## config.mk

```make
export PLATFORM = sky130hd
export DESIGN_NAME = l1_line_responder
export DESIGN_NICKNAME = d
export VERILOG_FILES = /design/src/rtl/l1_mem_pkg.sv /design/src/rtl/line_beat_shifter.sv /design/src/rtl/l1_line_responder.sv
export SDC_FILE = /design/constraint.sdc
export NUM_CORES = 1
export LEC_CHECK = 0
export BUFFER_PORTS_ARGS = -buffer_cell sky130_fd_sc_hd__buf_4
export CAP_MARGIN = 20
export CORE_AREA = 2 2 247 249
export CTS_CLUSTER_SIZE = 24
export DETAILED_ROUTE_END_ITERATION = 10
export DIE_AREA = 0 0 249 251
export GPL_ROUTABILITY_DRIVEN = 0
export PLACE_DENSITY_LB_ADDON = 0.05
export SETUP_SLACK_MARGIN = 0.15
export SLEW_MARGIN = 5
export SYNTH_ARGS = -nofsm -noshare
export SYNTH_HDL_FRONTEND = slang
export SYNTH_SLANG_ARGS = --single-unit
export TNS_END_PERCENT = 5
```

## constraint.sdc

```tcl
create_clock -name sys_clk -period 8.4 [get_ports sys_clk]
set_clock_uncertainty 0.2 [all_clocks]
set_input_delay 1.26 -clock sys_clk [delete_from_list [all_inputs] [get_ports sys_clk]]
set_output_delay 1.26 -clock sys_clk [all_outputs]
set_load 0.02 [all_outputs]
```

## src/rtl/l1_mem_pkg.sv

```systemverilog
// ---------------------------------------------------------------------------
// l1_mem_pkg
// Shared constants and types for the L1 line responder:
//   - FSM state encodings (ST_*)
//   - line / word / beat / offset widths
//   - operating modes of the line beat shifter
// ---------------------------------------------------------------------------
package l1_mem_pkg;

    localparam int LINE_BITS   = 256;
    localparam int WORD_BITS   = 32;
    localparam int BEAT_BITS   = 3;
    localparam int OFFSET_BITS = 5;

    localparam logic [2:0] ST_IDLE    = 3'd0;
    localparam logic [2:0] ST_RD      = 3'd1;
    localparam logic [2:0] ST_RD_TAIL = 3'd2;
    localparam logic [2:0] ST_WR      = 3'd3;
    localparam logic [2:0] ST_DONE    = 3'd4;
    localparam logic [2:0] ST_COOL    = 3'd5;

    // HOLD: keep buffer; LOAD: latch a writeback line and present word 0;
    // SHIFT_OUT: present the next write word; SHIFT_IN: capture a read word.
    typedef enum logic [1:0] {
        SHF_HOLD      = 2'd0,
        SHF_LOAD      = 2'd1,
        SHF_SHIFT_OUT = 2'd2,
        SHF_SHIFT_IN  = 2'd3
    } shf_mode_e;

endpackage

```

## src/rtl/line_beat_shifter.sv

```systemverilog
// ---------------------------------------------------------------------------
// line_beat_shifter
// 256-bit line buffer plus beat counter used by l1_line_responder.
//   sys_clk, rst        : clock, synchronous active-high reset
//   mode                : HOLD / LOAD / SHIFT_OUT / SHIFT_IN
//   beat_clr, beat_inc  : beat counter control (clear wins)
//   line_in             : writeback line, latched on LOAD
//   word_in             : RAM read word, shifted in on SHIFT_IN
//   beat                : current beat number
//   word_out            : registered write word (word k during write beat k)
//   line_shifted_in     : buffer contents after shifting word_in in
// Words travel LSB-first: word 0 of a line is bits [31:0].
// ---------------------------------------------------------------------------
module line_beat_shifter
    import l1_mem_pkg::*;
(
    input  logic                  sys_clk,
    input  logic                  rst,
    input  shf_mode_e             mode,
    input  logic                  beat_clr,
    input  logic                  beat_inc,
    input  logic [LINE_BITS-1:0]  line_in,
    input  logic [WORD_BITS-1:0]  word_in,
    output logic [BEAT_BITS-1:0]  beat,
    output logic [WORD_BITS-1:0]  word_out,
    output logic [LINE_BITS-1:0]  line_shifted_in
);

    logic [LINE_BITS-1:0] line_r;
    logic [WORD_BITS-1:0] word_r;
    logic [BEAT_BITS-1:0] beat_r;

    // Read words enter at the top so that after 8 captures word 0 sits at [31:0].
    assign line_shifted_in = {word_in, line_r[LINE_BITS-1:WORD_BITS]};
    assign beat            = beat_r;
    assign word_out        = word_r;

    // Line buffer and outgoing write word.
    always_ff @(posedge sys_clk) begin
        if (rst) begin
            line_r <= {LINE_BITS{1'b0}};
            word_r <= {WORD_BITS{1'b0}};
        end else begin
            case (mode)
                SHF_LOAD: begin
                    // Word 0 goes straight to the output; the rest queue behind it.
                    word_r <= line_in[WORD_BITS-1:0];
                    line_r <= {{WORD_BITS{1'b0}}, line_in[LINE_BITS-1:WORD_BITS]};
                end
                SHF_SHIFT_OUT: begin
                    word_r <= line_r[WORD_BITS-1:0];
                    line_r <= {{WORD_BITS{1'b0}}, line_r[LINE_BITS-1:WORD_BITS]};
                end
                SHF_SHIFT_IN: begin
                    line_r <= line_shifted_in;
                end
                SHF_HOLD: begin
                    line_r <= line_r;
                end
                default: begin
                    line_r <= line_r;
                end
            endcase
        end
    end

    // Beat counter.
    always_ff @(posedge sys_clk) begin
        if (rst) begin
            beat_r <= {BEAT_BITS{1'b0}};
        end else if (beat_clr) begin
            beat_r <= {BEAT_BITS{1'b0}};
        end else if (beat_inc) begin
            beat_r <= beat_r + 3'd1;
        end else begin
            beat_r <= beat_r;
        end
    end

endmodule

```

## src/rtl/l1_line_responder.sv

```systemverilog
// ---------------------------------------------------------------------------
// l1_line_responder
// Memory-side responder for the L1 refill/writeback handshake. Each line
// request becomes an 8-beat burst on a 32-bit synchronous RAM followed by a
// one-cycle done pulse.
//   sys_clk, rst          : clock, synchronous active-high reset
//   l1_mmu_req_read/write : level requests, write has priority
//   l1_mmu_req_addr       : byte address, line index in [LINE_AW+4:5]
//   l1_mmu_write_data     : writeback line (word k = bits [32k+31:32k])
//   mmu_l1_read_done      : one-cycle pulse, refill data valid
//   mmu_l1_write_done     : one-cycle pulse, writeback committed
//   mmu_l1_read_data      : last refilled line, held until the next read
//   ram_addr/ram_din/ram_we/ram_dout : word RAM port (dout one cycle after addr)
// Sequence: IDLE -> RD x8 -> RD_TAIL -> DONE -> COOL -> IDLE (read)
//           IDLE -> WR x8 -> DONE -> COOL -> IDLE            (write)
// ---------------------------------------------------------------------------
module l1_line_responder
    import l1_mem_pkg::*;
#(
    parameter int LINE_AW = 12,
    parameter int WORDS   = 8
)(
    input  logic                          sys_clk,
    input  logic                          rst,
    input  logic                          l1_mmu_req_read,
    input  logic                          l1_mmu_req_write,
    input  logic [31:0]                   l1_mmu_req_addr,
    input  logic [LINE_BITS-1:0]          l1_mmu_write_data,
    output logic                          mmu_l1_read_done,
    output logic                          mmu_l1_write_done,
    output logic [LINE_BITS-1:0]          mmu_l1_read_data,
    output logic [LINE_AW+BEAT_BITS-1:0]  ram_addr,
    output logic [WORD_BITS-1:0]          ram_din,
    output logic                          ram_we,
    input  logic [WORD_BITS-1:0]          ram_dout
);

    localparam logic [BEAT_BITS-1:0] LAST_BEAT = BEAT_BITS'(WORDS - 1);

    logic [2:0]                     state_r;
    logic [2:0]                     state_s;
    logic [LINE_AW-1:0]             idx_r;
    logic [LINE_AW-1:0]             idx_s;
    logic [LINE_AW-1:0]             req_idx_s;
    logic                           read_done_r;
    logic                           read_done_s;
    logic                           write_done_r;
    logic                           write_done_s;
    logic [LINE_BITS-1:0]           read_data_r;
    logic                           load_rdata_s;
    logic [LINE_AW+BEAT_BITS-1:0]   ram_addr_r;
    logic [LINE_AW+BEAT_BITS-1:0]   ram_addr_s;
    logic                           ram_we_r;
    logic                           ram_we_s;
    shf_mode_e                      mode_s;
    logic                           beat_clr_s;
    logic                           beat_inc_s;
    logic [BEAT_BITS-1:0]           beat_s;
    logic [LINE_BITS-1:0]           line_shifted_in_s;
    logic                           unused_addr_bits_s;

    assign req_idx_s          = l1_mmu_req_addr[LINE_AW+OFFSET_BITS-1:OFFSET_BITS];
    assign unused_addr_bits_s = ^{l1_mmu_req_addr[31:LINE_AW+OFFSET_BITS],
                                  l1_mmu_req_addr[OFFSET_BITS-1:0]};

    line_beat_shifter u_shifter (
        .sys_clk         (sys_clk),
        .rst             (rst),
        .mode            (mode_s),
        .beat_clr        (beat_clr_s),
        .beat_inc        (beat_inc_s),
        .line_in         (l1_mmu_write_data),
        .word_in         (ram_dout),
        .beat            (beat_s),
        .word_out        (ram_din),
        .line_shifted_in (line_shifted_in_s)
    );

    // Next-state and next-output decode. RAM address/we are computed one
    // cycle ahead so they leave the block straight from flops.
    always_comb begin
        state_s      = state_r;
        idx_s        = idx_r;
        ram_addr_s   = ram_addr_r;
        ram_we_s     = 1'b0;
        mode_s       = SHF_HOLD;
        beat_clr_s   = 1'b0;
        beat_inc_s   = 1'b0;
        load_rdata_s = 1'b0;
        read_done_s  = 1'b0;
        write_done_s = 1'b0;
        case (state_r)
            ST_IDLE: begin
                if (l1_mmu_req_write) begin
                    state_s    = ST_WR;
                    idx_s      = req_idx_s;
                    ram_addr_s = {req_idx_s, 3'd0};
                    ram_we_s   = 1'b1;
                    mode_s     = SHF_LOAD;
                    beat_clr_s = 1'b1;
                end else if (l1_mmu_req_read) begin
                    state_s    = ST_RD;
                    idx_s      = req_idx_s;
                    ram_addr_s = {req_idx_s, 3'd0};
                    beat_clr_s = 1'b1;
                end else begin
                    state_s = ST_IDLE;
                end
            end
            ST_RD: begin
                // Data for beat b arrives during beat b+1, so beat 0 captures nothing.
                if (beat_s != 3'd0) begin
                    mode_s = SHF_SHIFT_IN;
                end else begin
                    mode_s = SHF_HOLD;
                end
                if (beat_s == LAST_BEAT) begin
                    state_s = ST_RD_TAIL;
                end else begin
                    beat_inc_s = 1'b1;
                    ram_addr_s = {idx_r, beat_s + 3'd1};
                end
            end
            ST_RD_TAIL: begin
                // Capture the last word and publish the completed line together.
                mode_s       = SHF_SHIFT_IN;
                load_rdata_s = 1'b1;
                read_done_s  = 1'b1;
                state_s      = ST_DONE;
            end
            ST_WR: begin
                if (beat_s == LAST_BEAT) begin
                    state_s      = ST_DONE;
                    write_done_s = 1'b1;
                end else begin
                    ram_we_s   = 1'b1;
                    mode_s     = SHF_SHIFT_OUT;
                    beat_inc_s = 1'b1;
                    ram_addr_s = {idx_r, beat_s + 3'd1};
                end
            end
            ST_DONE: begin
                state_s = ST_COOL;
            end
            ST_COOL: begin
                state_s = ST_IDLE;
            end
            default: begin
                state_s = ST_IDLE;
            end
        endcase
    end

    // State, latched line index and all registered outputs.
    always_ff @(posedge sys_clk) begin
        if (rst) begin
            state_r      <= ST_IDLE;
            idx_r        <= {LINE_AW{1'b0}};
            ram_addr_r   <= {(LINE_AW+BEAT_BITS){1'b0}};
            ram_we_r     <= 1'b0;
            read_done_r  <= 1'b0;
            write_done_r <= 1'b0;
            read_data_r  <= {LINE_BITS{1'b0}};
        end else begin
            state_r      <= state_s;
            idx_r        <= idx_s;
            ram_addr_r   <= ram_addr_s;
            ram_we_r     <= ram_we_s;
            read_done_r  <= read_done_s;
            write_done_r <= write_done_s;
            if (load_rdata_s) begin
                read_data_r <= line_shifted_in_s;
            end else begin
                read_data_r <= read_data_r;
            end
        end
    end

    assign mmu_l1_read_done  = read_done_r;
    assign mmu_l1_write_done = write_done_r;
    assign mmu_l1_read_data  = read_data_r;
    assign ram_addr          = ram_addr_r;
    assign ram_we            = ram_we_r;

endmodule

```

== Word level (Yosys, flattened, before mapping) ==
Index checks and enable logic that the tools add are counted.
Word-level totals
  flip-flop bits (word level): 580
  input port bits: 324
  logic and storage cells: 62
Cells by class
  $add $sub $neg: 1
  equal/unequal tests: 12
  muxes and demuxes: 26
  bitwise operators: 1
  reduce and logical (&&, ||, !) cells: 12
Operators with widths (count)
  $pmux 256 s3: 1
  $pmux 32 s2: 1
  $mux 15: 3
  $pmux 15 s2: 1
  $mux 12: 2
  $pmux 3 s5: 1
  $mux 1: 10
  $pmux 2 s4: 1
  $eq 3x2->1 const B: 2
  $eq 3x3->1 const B: 2
  $mux 2: 3
  $mux 3: 2
  $ne 2x2->1 const B: 3
  $reduce_bool 2->1: 3
  $reduce_or 2->1: 3
  $eq 2x2->1 const B: 2
  $reduce_and 2->1: 2
  $add 3x1->3 const B: 1
  $eq 3x1->1 const B: 1
  $logic_not 3->1: 1
  $ne 3x3->1 const B: 1
  $reduce_and 3->1: 1
  $reduce_bool 3->1: 1
  $eq 2x1->1 const B: 1
  other kinds (3): 3

== Longest topological paths before layout ==
  depth in word-level cells: 5
  depth in mapped cells: 14

== Modules after synthesis ==
A second synthesis with hierarchy kept.
Unflattened totals
  cell total of the unflattened synthesis: 2808
  area, all modules: 26140.1 sq um
By module, submodules not included
  line_beat_shifter: instances 1, cells an instance 1534, area each 15812.7 sq um, seq. area each 5825.6 sq um
  l1_line_responder: instances 1, cells an instance 1274, area each 10327.4 sq um, seq. area each 5785.5 sq um

== Least setup slack after synthesis ==
No wires, ideal clock.
  path type: input to register
  from: input l1_mmu_req_write
  to: register u_shifter.line_r[142]
  arrival: 2.895 ns
  data required time: 8.072 ns
  path slack: 5.178 ns
  cell stages on the path: 11
  path buffers: 3
  path through: o21bai_1 a21oi_1 inv_1 ha_1 buf_2 nor2_4 buf_2 buf_4 mux2_2 mux2i_1 nor2_1
On the way
  longest elaborated chain between the ends: 4
  elaborated cells between the ends (all ways): 7
  classes of those cells: eq/ne (3); mux (3); reduce/logical (1)
RTL lines
  start: declaration: line l1_line_responder.sv:26  | input logic l1_mmu_req_write,
  $mux 1 (*): line l1_line_responder.sv:94  | if (l1_mmu_req_write) begin
  $pmux 2 s4 (*): line l1_line_responder.sv:92  | case (state_r)
  $eq 2x2->1 / $eq 2x1->1 (equally long branches): line line_beat_shifter.sv:44  | case (mode)
  $pmux 256 s3: line line_beat_shifter.sv:44
  end signal: assignment: line line_beat_shifter.sv:41  | line_r <= {LINE_BITS{1'b0}};
  end signal: assignment: line line_beat_shifter.sv:48  | line_r <= {{WORD_BITS{1'b0}}, line_in[LINE_BITS-1:WORD_BITS]};
  end signal: assignment: line line_beat_shifter.sv:52  | line_r <= {{WORD_BITS{1'b0}}, line_r[LINE_BITS-1:WORD_BITS]};
  end: declaration: line line_beat_shifter.sv:29  | logic [LINE_BITS-1:0] line_r;
Mark *: on every way between the ends. The rest lies on a longest branch, timed or not.
A chain may end at the register's enable or synchronous reset.

== Worst setup path in the final report ==
  from: input l1_mmu_req_write
  to: register u_shifter.line_r[57]
Same word-level chain as after synthesis.

==> metrics.cfg <==
[run_status]
outcome=completed

[sta]
fin_ws_ns=4.63
relSlewSlack=0.286
tightest_slew_ns=1.07
min_period_ns=3.77
finalSetupViolCount=0
rsz0062_at_grt=no
finalCritPeriodShare=0.449
fmax_mhz=265
hold_viol=0
drv_slew=0
tns_ns=0

[logic_synthesis]
synthArstFlopShare=0
synth_edf_count=0
synth.ff_latch_count=580
synth_area_um2=23400
synth_flop_cell=dfxtp_1
synth-seq-area-share=0.496
netlist_instances=2597
ys_types=30
post-synth-top-count-cell=dfxtp_1
synth_common_cells=580 x dfxtp_1, 552 x nand2_1, 369 x nor2_1, 339 x a21oi_1, 280 x mux2i_1
syn_avg_cell_area_um2=9.02
synth.area.top_cells=dfxtp_1 50%, mux2i_1 12%, mux2_2 11%
ys_warn_count=0
synth_top_cell_by_area=dfxtp_1
synth_top_cell_area_share=0.496
synth_nets=2927

[final_layout]
instances_no_fill=3934
regArea_um2=11600
final_util=0.510
multiInputGateArea_um2=10900
fillers=5746
area_delta_synth_final_pct=30.2
num-nets-final=3420
drive_gt1_frac=0.306

[clock_network]
numCtsBuffers=67
cts_tree=yes
clkTransAtPathRegs_ns=0.06
htreeDepth=3
cts_resized=0
insertion_delay_ns=0.59
cts_hold_buf=0
cts_root_buf=clkbuf_16
cts_buffer_depth=3
cts_num_sinks=580
postCtsSetupBuffers=0

[die]
die_area_um2=62500
fp.coreArea_um2=59800
io_pins=630
die_h_um=251
die_w_um=249
rows=90
start_util=0.392

[global_route]
antenna_found_initial=20
grt_max_degree=210
track_usage=0.252
grt-ovfl-total=0
grt_pass1_wl_um=119000
grt_pass1_vias=18500

[critical_path]
end_kind=register
critical_path_buf_inv_count=4
critPathLaunchType=input port
crit_chain=buf_4, o21bai_1, a21oi_1, ha_1, buf_4, nor2_4, buf_12, buf_4, mux2_2, mux2i_1, nor2_1
cp_max_fo=64
critPathArrivalTime_ns=4.00
slowest_delay_ns=0.71
critical_path.most_common_cell=buf_4
critPathRequiredTime_ns=8.63
crit_type=input port to register
crit_slowest_cell=buf_4
cp_top_family=buffers and inverters

[power_and_ir_drop]
internal-power_w=0.00558
total_power_w=0.00800
sw_frac_of_total=0.302
leakagePower_nw=13.0
p_comb_frac=0.226
pwr-share-seq=0.414
p_per_area_nw_per_um2=262
peakVddDrop_v=0.000180
p_sw_w=0.00242
p_clk_frac=0.359

[min_path]
hp-class=register to register

[routing]
drt_iter0_drc=1289
drc=0
vias=19700
dr.pass1.iters=5
ant_nets=0
wl_per_cell_um=20.9
viasPerCell=5.00
wl_um=82100

[placement]
portBuffers=609
dp_hpwl_um=58300
pre_cts_slack_ns=3.54
placedCellCount=3802

[run]
maxCapViolCount=0

==> worst register-to-register path, stage by stage (launching register included) <==
cell and delay (ns):
dfxtp_1 0.69, nand3b_1 0.21, a21oi_1 0.12, ha_1 0.24, buf_4 0.25, nor2_4 0.25
buf_12 0.25, buf_4 0.72, mux2_2 0.50, mux2i_1 0.13, nor2_1 0.05
==> path summary, 6_finish.rpt <==
kind	end	startpoint	slack [ns]	cells past startpoint
setup / recovery	u_shifter.line_r[57]	l1_mmu_req_write	4.63	11
hold / removal	mmu_l1_read_data[90]	mmu_l1_read_data[90]	0.25	2
setup reg to reg	u_shifter.line_r[57]	state_r[1]	4.64	10
hold reg to reg	mmu_l1_read_data[90]	mmu_l1_read_data[90]	0.25	2
==> cells by family (layout without fill, tap and decap cells) <==
family	count (synthesis)	after routing	synth area share
flops	580	580	0.496
fa+ha+maj	6	6	0.00321
other cells	0	13	0
xor+xnor	1	1	0.000374
mux	504	504	0.227
simple gates	931	931	0.151
buf+inv	210	752	0.0405
compound gates	365	365	0.0814
==> sequential cells by signal, indices dropped and copies added, names as in the netlist <==
register and cells:
idx_r 12, mmu_l1_read_data 256, mmu_l1_read_done 1, mmu_l1_write_done 1
ram_addr 15, ram_we 1, state_r 3, u_shifter.beat 3
u_shifter.line_r 256, u_shifter.word_out 32
==> stage by stage <==
| stage | area, µm² | hold slack, ns |
|---|---|---|
| 2_1_floorplan | 23400 | 0.242 |
| 3_3_place_gp | 28300 | 0.242 |
| 3_5_place_dp | 28300 | 0.247 |
| 4_1_cts | 30400 | 0.255 |
| 5_1_grt | 30500 | 0.271 |
| 6_report | 30500 | 0.254 |
==> final cells by class <==
class	count	area share
sequential	580	0.381
multi-input combinational	1807	0.357
timing repair buffer	628	0.157
inverter	6	0.000739
clock inverter	14	0.00345
antenna	13	0.00107
clock buffer	104	0.0675
tap	782	0.0321
==> power by group through the flow <==
stage               Sequential, W  Combinational (W)  Clock (W)
finish                    0.00331            0.00181    0.00287
global route              0.00335            0.00196    0.00305
CTS                       0.00331            0.00182    0.00294
detailed placement        0.00337            0.00181          0
global placement          0.00336            0.00179          0
floorplan                 0.00334            0.00122          0
==> cell usage in the layout (no fill, tap or decap), types with 2 or more instances in the layout <==
| cell | instances |
|---|---|
| dfxtp_1 | 580 |
| buf_12 | 6 |
| clkbuf_1 | 15 |
| a21oi_1 | 339 |
| nand2b_1 | 2 |
| buf_4 | 620 |
| a22oi_1 | 2 |
| inv_6 | 2 |
| inv_1 | 5 |
| mux2_2 | 224 |
| mux2i_1 | 280 |
| ha_1 | 4 |
| nor3_1 | 2 |
| nand2_1 | 551 |
| a311oi_1 | 12 |
| a211oi_1 | 3 |
| clkinv_2 | 10 |
| diode_2 | 13 |
| clkbuf_8 | 20 |
| o21ai_0 | 6 |
| clkbuf_16 | 69 |
| nor2_1 | 369 |
==> layer usage <==
metal / GRT usage / vias to the layer above / wire length (µm) / part of all wire
met4: 0.0940 / 16 / 2240 / 0.027
met5: 0 / - / 118 / 0.0014
met2: 0.394 / 546 / 37500 / 0.46
li1: - / 9650 / - / -
met3: 0.0750 / 119 / 5890 / 0.072
met1: 0.329 / 9339 / 36400 / 0.44
Note: power is estimated with default switching activity, not from simulation.
